File: src/rtl/seq_lock_fsm.sv
// Switch-sequence lock: matches discrete one-hot presses against a programmable
// code, with an entry timeout, failure counting and a timed lockout.
module seq_lock_fsm #(
  parameter int unsigned NUM_SW         = 4,
  parameter int unsigned SEQ_LEN        = 4,
  parameter logic [SEQ_LEN*$clog2(NUM_SW)-1:0] DEFAULT_CODE = 8'b11_01_10_00,
  parameter int unsigned MAX_FAIL       = 3,
  parameter int unsigned TIMEOUT_CYCLES = 256,
  parameter int unsigned LOCKOUT_CYCLES = 1024
) (
  input  logic                               clk,
  input  logic                               reset,
  input  logic [NUM_SW-1:0]                  sw,
  input  logic                               relock,
  input  logic                               code_wr,
  input  logic [SEQ_LEN*$clog2(NUM_SW)-1:0]  code_in,
  output logic [2:0]                         state,
  output logic [1:0]                         z,
  output logic [$clog2(SEQ_LEN+1)-1:0]       step,
  output logic [$clog2(MAX_FAIL+1)-1:0]      fail_cnt
);

  localparam int unsigned IDX_W   = $clog2(NUM_SW);
  localparam int unsigned STEP_W  = $clog2(SEQ_LEN + 1);
  localparam int unsigned FAIL_W  = $clog2(MAX_FAIL + 1);
  localparam int unsigned CODE_W  = SEQ_LEN * IDX_W;
  localparam int unsigned CNT_MAX = (TIMEOUT_CYCLES > LOCKOUT_CYCLES) ? TIMEOUT_CYCLES
                                                                       : LOCKOUT_CYCLES;
  localparam int unsigned CNT_W   = $clog2(CNT_MAX + 1);

  typedef enum logic [2:0] {
    IDLE     = 3'b000,
    ENTRY    = 3'b001,
    UNLOCKED = 3'b010,
    FAIL     = 3'b011,
    LOCKOUT  = 3'b100
  } state_e;

  state_e              state_q, state_d;
  logic [1:0]          z_q, z_d;
  logic [STEP_W-1:0]   step_q, step_d;
  logic [FAIL_W-1:0]   fail_q, fail_d;
  logic [CNT_W-1:0]    cnt_q, cnt_d;
  logic [CODE_W-1:0]   code_q, code_d;
  logic [NUM_SW-1:0]   sw_q;

  logic                press;
  logic                correct;
  logic [IDX_W-1:0]    press_idx;
  logic [IDX_W-1:0]    entry;

  assign press = (sw != '0) && (sw_q == '0);

  always_comb begin
    press_idx = '0;
    for (int unsigned i = 0; i < NUM_SW; i++) begin
      if (sw[i]) press_idx = IDX_W'(i);
    end
  end

  always_comb begin
    entry = '0;
    for (int unsigned i = 0; i < SEQ_LEN; i++) begin
      if (step_q == STEP_W'(i)) entry = code_q[i*IDX_W +: IDX_W];
    end
  end

  // press_idx is always < NUM_SW, so out-of-range code entries never match
  assign correct = press && $onehot(sw) && (press_idx == entry);

  always_comb begin
    state_d = state_q;
    step_d  = step_q;
    fail_d  = fail_q;
    cnt_d   = cnt_q;
    code_d  = code_q;
    unique case (state_q)
      IDLE: begin
        cnt_d  = '0;
        step_d = '0;
        if (press) begin
          if (!correct) begin
            state_d = FAIL;
          end else if (SEQ_LEN == 1) begin
            state_d = UNLOCKED;
            fail_d  = '0;
          end else begin
            state_d = ENTRY;
            step_d  = STEP_W'(1);
          end
        end
      end
      ENTRY: begin
        if (press) begin
          cnt_d = '0;
          if (!correct) begin
            state_d = FAIL;
            step_d  = '0;
          end else if (step_q == STEP_W'(SEQ_LEN - 1)) begin
            state_d = UNLOCKED;
            step_d  = '0;
            fail_d  = '0;
          end else begin
            step_d = step_q + 1'b1;
          end
        end else if (cnt_q == CNT_W'(TIMEOUT_CYCLES - 1)) begin
          state_d = IDLE;
          step_d  = '0;
          cnt_d   = '0;
        end else begin
          cnt_d = cnt_q + 1'b1;
        end
      end
      FAIL: begin
        step_d = '0;
        cnt_d  = '0;
        // Saturating increment; reaching the limit diverts to lockout
        if (fail_q >= FAIL_W'(MAX_FAIL - 1)) begin
          fail_d  = FAIL_W'(MAX_FAIL);
          state_d = LOCKOUT;
        end else begin
          fail_d  = fail_q + 1'b1;
          state_d = IDLE;
        end
      end
      UNLOCKED: begin
        step_d = '0;
        fail_d = '0;
        cnt_d  = '0;
        if (code_wr) code_d = code_in;
        if (relock)  state_d = IDLE;
      end
      LOCKOUT: begin
        step_d = '0;
        if (cnt_q == CNT_W'(LOCKOUT_CYCLES - 1)) begin
          state_d = IDLE;
          fail_d  = '0;
          cnt_d   = '0;
        end else begin
          cnt_d = cnt_q + 1'b1;
        end
      end
      default: begin
        state_d = IDLE;
        step_d  = '0;
        cnt_d   = '0;
      end
    endcase
  end

  always_comb begin
    z_d = 2'b00;
    case (state_d)
      ENTRY:         z_d = 2'b01;
      UNLOCKED:      z_d = 2'b10;
      FAIL, LOCKOUT: z_d = 2'b11;
      default:       z_d = 2'b00;
    endcase
  end

  always_ff @(posedge clk) begin
    if (!reset) begin
      state_q <= IDLE;
      z_q     <= 2'b00;
      step_q  <= '0;
      fail_q  <= '0;
      cnt_q   <= '0;
      code_q  <= DEFAULT_CODE;
      sw_q    <= '1;
    end else begin
      state_q <= state_d;
      z_q     <= z_d;
      step_q  <= step_d;
      fail_q  <= fail_d;
      cnt_q   <= cnt_d;
      code_q  <= code_d;
      sw_q    <= sw;
    end
  end

  assign state    = state_q;
  assign z        = z_q;
  assign step     = step_q;
  assign fail_cnt = fail_q;

endmodule

File: config.mk
export PLATFORM = sky130hd
export DESIGN_NAME = seq_lock_fsm
export DESIGN_NICKNAME = d
export VERILOG_FILES = /design/src/rtl/seq_lock_fsm.sv
export SDC_FILE = /design/constraint.sdc
export NUM_CORES = 1
export LEC_CHECK = 0
export CAP_MARGIN = 25
export CORE_MARGIN = 5
export CORE_UTILIZATION = 30
export DETAILED_ROUTE_END_ITERATION = 6
export GPL_ROUTABILITY_DRIVEN = 0
export GPL_TIMING_DRIVEN = 0
export SYNTH_ARGS = -nofsm -noshare
export SYNTH_HDL_FRONTEND = slang
export SYNTH_SLANG_ARGS = --single-unit
File: constraint.sdc
create_clock -name clk -period 3.7 [get_ports clk]
set_input_delay 0.37 -clock clk [delete_from_list [all_inputs] [get_ports clk]]
set_output_delay 0.37 -clock clk [all_outputs]
set_load 0.05 [all_outputs]
# [After elaboration in Yosys (flattened, before gate mapping)]
# Index checks and enable logic that the tools add are counted.
[totals] ff_bits=33 input_bits=16 out_inout_bits=10 word_cells=80
[op_classes] add_sub_neg=6 magnitude_cmp=1 n_eq_ne=20 n_mux=35 n_reduce_logical=11
[ops] operator="3-bit 2-to-1 mux" n=12
[ops] operator="11-bit 2-to-1 mux" n=3
[ops] operator="2-bit 2-to-1 mux" n=12
[ops] operator="11-bit one-hot mux with 2 select lines" n=1
[ops] operator="3-bit by 2-bit == test with 1-bit output, second input constant" n=6
[ops] operator="3-bit one-hot mux with 5 select lines" n=1
[ops] operator="3-bit by 1-bit == test with 1-bit output, second input constant" n=4
[ops] operator="11-bit by 1-bit adder with 11-bit output, second input constant" n=1
[ops] operator="11-bit by 10-bit == test with 1-bit output, second input constant" n=1
[ops] operator="11-bit by 8-bit == test with 1-bit output, second input constant" n=1
[ops] operator="2-bit inequality test, second input constant" n=4
[ops] operator="2-bit one-hot mux with 4 select lines" n=1
[ops] operator="4-bit nonzero test" n=2
[ops] operator="3-bit == test, second input constant" n=2
[ops] operator="3-bit zero test" n=2
[ops] operator="2-bit one-hot mux with 3 select lines" n=1
[ops] operator="3-bit one-hot mux with 2 select lines" n=1
[ops] operator="5-bit AND reduction" n=1
[ops] operator="1-bit by 1-bit adder with 2-bit output" n=2
[ops] operator="4-bit zero test" n=1
[ops] operator="2-bit by 2-bit adder with 3-bit output" n=1
[ops] operator="3-bit by 1-bit adder with 3-bit output, second input constant" n=1
[ops] operator="1-bit logical AND" n=3
[ops] operator="1-bit 2-to-1 mux" n=3
[ops] operator="other kinds (6)" n=6

# [Depth between registers and ports, before layout]
# Gate-level depths: netlist of the first run.
[depth] word_depth=13 mapped_depth=11 mapped_depth_nobuf=11

# [Least setup slack after synthesis of the first run]
# No wires, ideal clock.
[synth_timing] path_type="input to register" start="input sw[0]" end="register fail_q[1], in the netlist fail_cnt[1]" t_arrival_ns=2.822 required_time_ns=3.577 slack_ns=0.756 stages=11 n_path_buf=0 cell_sequence="inv_1 -> fa_1 -> inv_1 -> ha_1 -> ha_1 -> nor3b_1 -> o21ai_0 -> or4b_1 -> a211oi_1 -> mux2i_1 -> nor3_2"
[synth_between] elab_chain_len=7 elab_cells_between_ends=10 classes_between="add/sub: 2; eq/ne: 3; reduce/logical: 5"
[synth_rtl] element="start, declared" line_no="13" text="input logic [NUM_SW-1:0] sw,"
[synth_rtl] element="1-bit by 1-bit adder with 2-bit output (not written as such)" line_no="69" text="assign correct = press && $onehot(sw) && (press_idx == entry);"
[synth_rtl] element="2-bit by 2-bit adder with 3-bit output (not written as such)" line_no="69"
[synth_rtl] element="3-bit by 1-bit == test with 1-bit output" line_no="69"
[synth_rtl] element="1-bit logical AND (2 in series)" line_no="69"
[synth_rtl] element="2-bit inequality test (no line)"
[synth_rtl] element="5-bit AND reduction (no line) (*)"
[synth_rtl] element="end signal, assigned" line_no="174" text="fail_q <= fail_d;"
[synth_rtl] element="end, declared" line_no="42" text="logic [FAIL_W-1:0] fail_q, fail_d;"
# Every way passes the cells marked *; elsewhere a longest branch is shown, timed or not.
# A chain may end at the register's enable or synchronous reset.

# [Worst setup path in the final report of the first run]
[layout_timing] start="input sw[3]" end="register fail_q[1], in the netlist fail_cnt[1]"
# Same word-level chain as after synthesis.

==> summary.md, run 1 <==
| Metric | Value |
|---|---|
| CTS tree | built |
| Grt ovf | 0 |
| Leakage | 0.819 nW |
| Required time worst endpoint | 3.87 ns |
| Slowest cell delay on critical path | 0.56 ns |
| Post-CTS sizing | 0 |
| Max Transition Viols Final | 0 |
| PortBufs | 25 |
| Initial antenna violation count | 0 |
| Avg Inst Size Synth | 8.33 sq um |
| Sequential share of power | 54.0% |
| Rows | 27 |
| Endpoint type of the worst setup path | register |
| Synth-to-Final Area Change | 25.0% |
| Critical path fanouts, max | 6 |
| Post-synth net total | 228 |
| Number of synthesized register bits | 33 |
| Internal Pwr Total | 0.512 mW |
| TritonCTS Buffers | 5 |
| Primary FF master, synth | dfxtp_1 |
| Antenna Nets Post-Route | 0 |
| Commonest cells after routing, fill and taps aside | nand2_1 (33), dfxtp_1 (33), clkdlybuf4s50_1 (25) |
| Clock latency on the worst-skew pair | 0.28 ns |
| Iteration count of the initial detailed-routing pass | 4 |
| Vias/cell | 4.69 |
| Fmax | 290 MHz |
| DR vias | 1445 |
| Hold Path Class | register to register |
| Fraction of registers with async set/reset | 0% |
| Switching pwr | 0.152 mW |
| EDFF count, synth | 0 |
| Worst Max-Slew Pin Slew | 0.743 ns |
| Final Cell Area | 2110 sq um |
| Final core utilization | 38.4% |
| Die W | 85.1 microns |
| Unrepaired setup endpoints after global routing | false |
| Placement Setup Slack | -0.0466 ns |
| Mapped Area | 1690 sq um |
| Tmin final | 3.44 ns |
| Largest net degree at the start of global routing | 11 |
| Headroom to the max-slew limit | 50.1% |
| Cts hold-fix bufs | 0 |
| Switching Share | 22.9% |
| Setup bufs post-CTS | 0 |
| Status | completed |
| Drt total wl | 3660 microns |
| Die area | 7240 sq um |
| Final setup fails | 0 |
| Initial Utilization | 30.7% |
| Startpoint Class | primary input |
| Slowest cell on crit path | clkdlybuf4s50_1 |
| Cell count after synthesis | 203 |
| Reg clk slew, reported paths | 0.07 ns |
| Share of total power in the clock network | 39.6% |
| Critical Path AT | 3.61 ns |
| WL/cell | 11.9 microns |
| # H-tree levels | 2 |
| PwrDens | 314 nW/um^2 |
| Combinational power share | 6.4% |
| First-pass GRT wire length | 6420 microns |
| Fillers | 576 |
| Distinct cells, synth | 47 |
| Final #Nets | 260 |
| Setup CP Type | primary input to register |
| Vias in the first global route | 1426 |
| GRT Resource Usage Total | 10.9% |
| Top-level port count | 26 |
| Total design power | 0.663 mW |
| Drc violations | 0 |
| Fin Setup TNS | 0 ns |
| Core Area | 5510 sq um |
| Fin Clk Skew | 0.00524 ns |
| Crit-path cells | clkdlybuf4s50_1, inv_1, fa_1, inv_1, ha_1, ha_1, nor3b_1, o21ai_0, or4b_1, a211oi_1, mux2i_1, nor3_2 |
| Hpwl dp | 2780 microns |
| Crit path max-delay family | adder cells |
| Clock sinks | 33 |
| Worst setup margin | 0.257 ns |
| FF+latch area | 661 sq um |
| Peak supply drop | 0.139 mV |
| WP buf/inv | 3 |
| Longest Clk Path Bufs | 2 |
| Period utilization | 93.1% |
| Die height | 85.1 microns |
| Final Hold Viols | 0 |
| Root Driver | clkbuf_8 |
| Share of cells above drive strength 1 | 6.36% |
| Antenna cell count | 0 |
| Placed cell areas | 2030 sq um |
| Iteration-0 DRC count of the detailed router | 46 |
| Multi-input combinational cell area | 966 sq um |
| Synthesis warning total | 0 |
| Max-cap violations | 0 |
| Register area share after synthesis | 39.1% |
## power by group through the flow
| stage | Clock, mW | Sequential, mW | Combinational, mW |
|---|---|---|---|
| 2_1_floorplan | 0 | 0.367 | 0.0194 |
| 3_3_place_gp | 0 | 0.367 | 0.0427 |
| 3_5_place_dp | 0 | 0.367 | 0.0431 |
| 4_1_cts | 0.271 | 0.358 | 0.0433 |
| 5_1_grt | 0.288 | 0.358 | 0.0483 |
| 6_report | 0.262 | 0.359 | 0.0424 |
## area by class of cell
type	instances	share of cell area (%)
plain buffers	4	0.710
clock buffers	6	3.43
clock inverters	2	0.474
inverters	13	2.31
multi-input cells	153	45.7
flip-flops and latches	33	31.3
well taps	72	4.26
repair buffers	25	11.8
## layer usage
layer	share of wire [%]	wire, microns	global-route usage, %	vias to the layer above
li1	-	-	-	758
met2	46	1670	17.8	28
met1	46	1700	13.3	653
met3	6.4	235	3.79	6
met5	0	0	0	-
met4	1.4	53	3.74	0
## worst paths after layout
check | from | to | slack (ns) | depth (start not counted)
worst min-delay path | cnt_q[0] | cnt_q[0] | 0.46 | 1
worst max register to register | step[0] | fail_cnt[1] | 1.11 | 7
worst min register to register | cnt_q[0] | cnt_q[0] | 0.46 | 1
worst max-delay path | sw[3] | fail_cnt[1] | 0.26 | 12
## cell usage after synthesis, drive strengths merged, types with 6 or more instances
library cell / n / area [sq um]
o21ai: 9 / 45.0
and3: 6 / 38.8
a21boi: 6 / 45.0
ha: 8 / 100
nor2: 20 / 75.1
nand3: 9 / 45.0
xnor2: 8 / 70.1
nand2: 33 / 124
dfxtp: 33 / 661
inv: 13 / 48.8
nor3: 8 / 45.0
## sequential cells by signal (all words and copies together) (netlist names)
signal,flops
sw_q,4
z,2
fail_cnt,2
state,3
cnt_q,11
code_q,8
step,3
## through the flow
step | std cells | hold slack [ns]
CTS | 308 | 0.475
global placement | 300 | 0.447
detailed placement | 300 | 0.458
finish | 308 | 0.465
floorplan | 203 | 0.430
global route | 308 | 0.491
## kinds of logic after synthesis
kind of cell / share of synthesized area [%]
multiplexers: 1.85
adder cells (fa/ha/maj): 7.11
AO/OA/AOI/OAI: 13.2
AND/OR/NAND/NOR: 29.3
flip-flops: 39.1
buffers and inverters: 3.77
XOR/XNOR: 5.70
(Power assumes the default switching activity.)
==> inputs of run 2 (changes only) <==
==> constraint.sdc (replaced) <==
create_clock -name clk -period 3.7 [get_ports clk]
set_input_delay 0.555 -clock clk [delete_from_list [all_inputs] [get_ports clk]]
set_output_delay 0.555 -clock clk [all_outputs]
set_load 0.05 [all_outputs]
==> summary.md, run 2 (synthesized netlist as in run 1, its figures left out) <==
| Metric | Value |
|---|---|
| Required time worst endpoint | 3.84 ns (-0.03 ns) |
| Min-Delay Path Depth | 1 (unchanged) |
| Final Cell Area | 2120 sq um (+0.47%) |
| Die height | 85.1 microns (unchanged) |
| Setup CP Type | primary input to register |
| Register bank with the most flops | cnt_q |
| Rows | 27 (unchanged) |
| Clock sinks | 33 (unchanged) |
| Die area | 7240 sq um (unchanged) |
| Hold Path Class | register to register |
| Core Area | 5510 sq um (unchanged) |
| Hold slack | 0.465 ns (-0.0000630 ns) |
| Tmin final | 3.49 ns (+0.0438 ns) |
| Reg clk slew, reported paths | 0.07 ns (about the same) |
| Fillers | 577 (+0.17%) |
| R2r endpoint | z[1] |
| Critical Path AT | 3.63 ns (+0.02 ns) |
| PortBufs | 25 (unchanged) |
| Max Transition Viols Final | 0 (unchanged) |
| Vias in the first global route | 1426 (unchanged) |
| Final setup fails | 0 (unchanged) |
| Top-level port count | 26 (unchanged) |
| Commonest cells after routing, fill and taps aside | nand2_1 (33), dfxtp_1 (33), clkdlybuf4s50_1 (25) |
| Longest Clk Path Bufs | 2 (unchanged) |
| Inst Count DP | 300 (unchanged) |
| Startpoint Class | primary input |
| Hold endpoint | cnt_q[0] |
| Drc violations | 0 (unchanged) |
| Antenna cell count | 0 (unchanged) |
| Fmax | 287 MHz (-1.3%) |
| Share of cells above drive strength 1 | 7.20% (+0.85 points) |
| Critical path fanouts, max | 6 (unchanged) |
| PwrDens | 313 nW/um^2 (-0.18%) |
| Final #Nets | 260 (unchanged) |
| Worst r2r src | step[0] |
| Max-cap violations | 0 (unchanged) |
| First-pass GRT wire length | 6420 microns (unchanged) |
| Endpoint type of the worst setup path | register |
| Iteration-0 DRC count of the detailed router | 72 (+57%) |
| Period utilization | 94.2% (+1.2 points) |
| Top Registers | cnt_q (11), code_q (8), sw_q (4) |
| Setup crit start | sw[3] |
| GRT Resource Usage Total | 10.9% (unchanged) |
| Hpwl dp | 2780 microns (unchanged) |
| Synth-to-Final Area Change | 25.6% |
| Leakage | 0.822 nW (+0.29%) |
| Cell count of the worst reg-to-reg path | 7 (unchanged) |
| Root Driver | clkbuf_8 |
| Peak supply drop | 0.139 mV (+0.15%) |
| Drt total wl | 3660 microns (unchanged) |
| Initial antenna violation count | 0 (unchanged) |
| Headroom to the max-slew limit | 50.2% (+0.058 points) |
| Vias/cell | 4.70 (+0.21%) |
| Initial Utilization | 30.7% (unchanged) |
| Worst Max-Slew Pin Slew | 0.742 ns (-0.000865 ns) |
| Fin Clk Skew | 0.00525 ns (+0.0000115 ns) |
| Hold_sp | cnt_q[0] |
| Total design power | 0.665 mW (+0.30%) |
| Fin Setup TNS | 0 ns (unchanged) |
| Multi-input combinational cell area | 976 sq um (+1.0%) |
| DR vias | 1448 (+0.21%) |
| Status | completed |
| Crit-path cells | clkdlybuf4s50_1, inv_1, fa_1, inv_1, ha_1, ha_1, nor3b_2, o21ai_0, or4b_1, and2_4, o31ai_1, nand3_1 |
| Iteration count of the initial detailed-routing pass | 4 (unchanged) |
| Setup bufs post-CTS | 0 (unchanged) |
| TritonCTS Buffers | 5 (unchanged) |
| Antenna Nets Post-Route | 0 (unchanged) |
| # H-tree levels | 2 (unchanged) |
| Placed cell areas | 2030 sq um (unchanged) |
| Setup slack, reg-to-reg | 1.18 ns (+0.07 ns) |
| Slowest cell on crit path | clkdlybuf4s50_1 |
| Final Hold Viols | 0 (unchanged) |
| CTS tree | built |
| Fin cells | 308 (unchanged) |
| Clock latency on the worst-skew pair | 0.28 ns (about the same) |
| Largest net degree at the start of global routing | 11 (unchanged) |
| FF+latch area | 661 sq um (unchanged) |
| Die W | 85.1 microns (unchanged) |
| Slowest cell delay on critical path | 0.56 ns (about the same) |
| WL/cell | 11.9 microns (unchanged) |
| Max FFs per register | 11 (unchanged) |
| Unrepaired setup endpoints after global routing | false |
| Grt ovf | 0 (unchanged) |
[run 2: cell counts in the layout (fill, tap and decap cells not counted)]
Identical to the previous run, type by type.
[run 2: critical path: cells and delay by family]
kind / cells / cell delay [ns]
adders and majority gates: 3 / 0.94
and+or+nand+nor: 4 / 1.04
buffers and inverters: 3 / 0.70
AOI/OAI and AO/OA: 2 / 0.39
[run 2: layout make-up]
| class | count | area share, % |
|---|---|---|
| multi-input combinational | 153 | 46.0 |
| sequential | 33 | 31.1 |
| timing repair buffer | 25 | 11.8 |
| tap | 72 | 4.24 |
| clock buffer | 6 | 3.42 |
| inverter | 13 | 2.30 |
| buffer | 4 | 0.707 |
| clock inverter | 2 | 0.471 |
[run 2: per-stage QoR]
stage	util (%)	setup WS [ns]
3_5_place_dp	36.9	-0.232
6_report	38.6	0.213
2_1_floorplan	-	0.571
3_3_place_gp	36.9	-0.239
5_1_grt	38.6	0.0749
4_1_cts	38.4	0.0669
[run 2: what timing repair did]
item / 4_1_cts / 5_1_grt
hold endpoints to repair: 0 / 0
endpoints found under the setup margin: 0 / 5
hold buffers: 0 / 0
gates resized for setup: 0 / 2
[run 2: where the power goes]
part | internal, mW | switching [mW]
clock | 0.130 | 0.132
sequential | 0.358 | 0.000848
combinational | 0.0249 | 0.0193
[run 2: per-layer routing]
metal	vias up	track usage [%]	part of all wire, %
met2	28	17.8	46
met1	655	13.3	46
met3	6	3.79	6.4
met5	-	0	0
li1	759	-	-
met4	0	3.74	1.4
[run 2: how the worst max path moves through the flow]
| stage | cells past startpoint | slack (ns) | to |
|---|---|---|---|
| final | 12 | 0.21 | z[1] |
| after global routing | 12 | 0.07 | step[1] |
| after CTS | 12 | 0.07 | fail_cnt[1] |
| after detailed placement | 12 | -0.23 | fail_cnt[1] |
| after global placement | 12 | -0.24 | fail_cnt[1] |
| after floorplan | 11 | 0.57 | fail_cnt[1] |
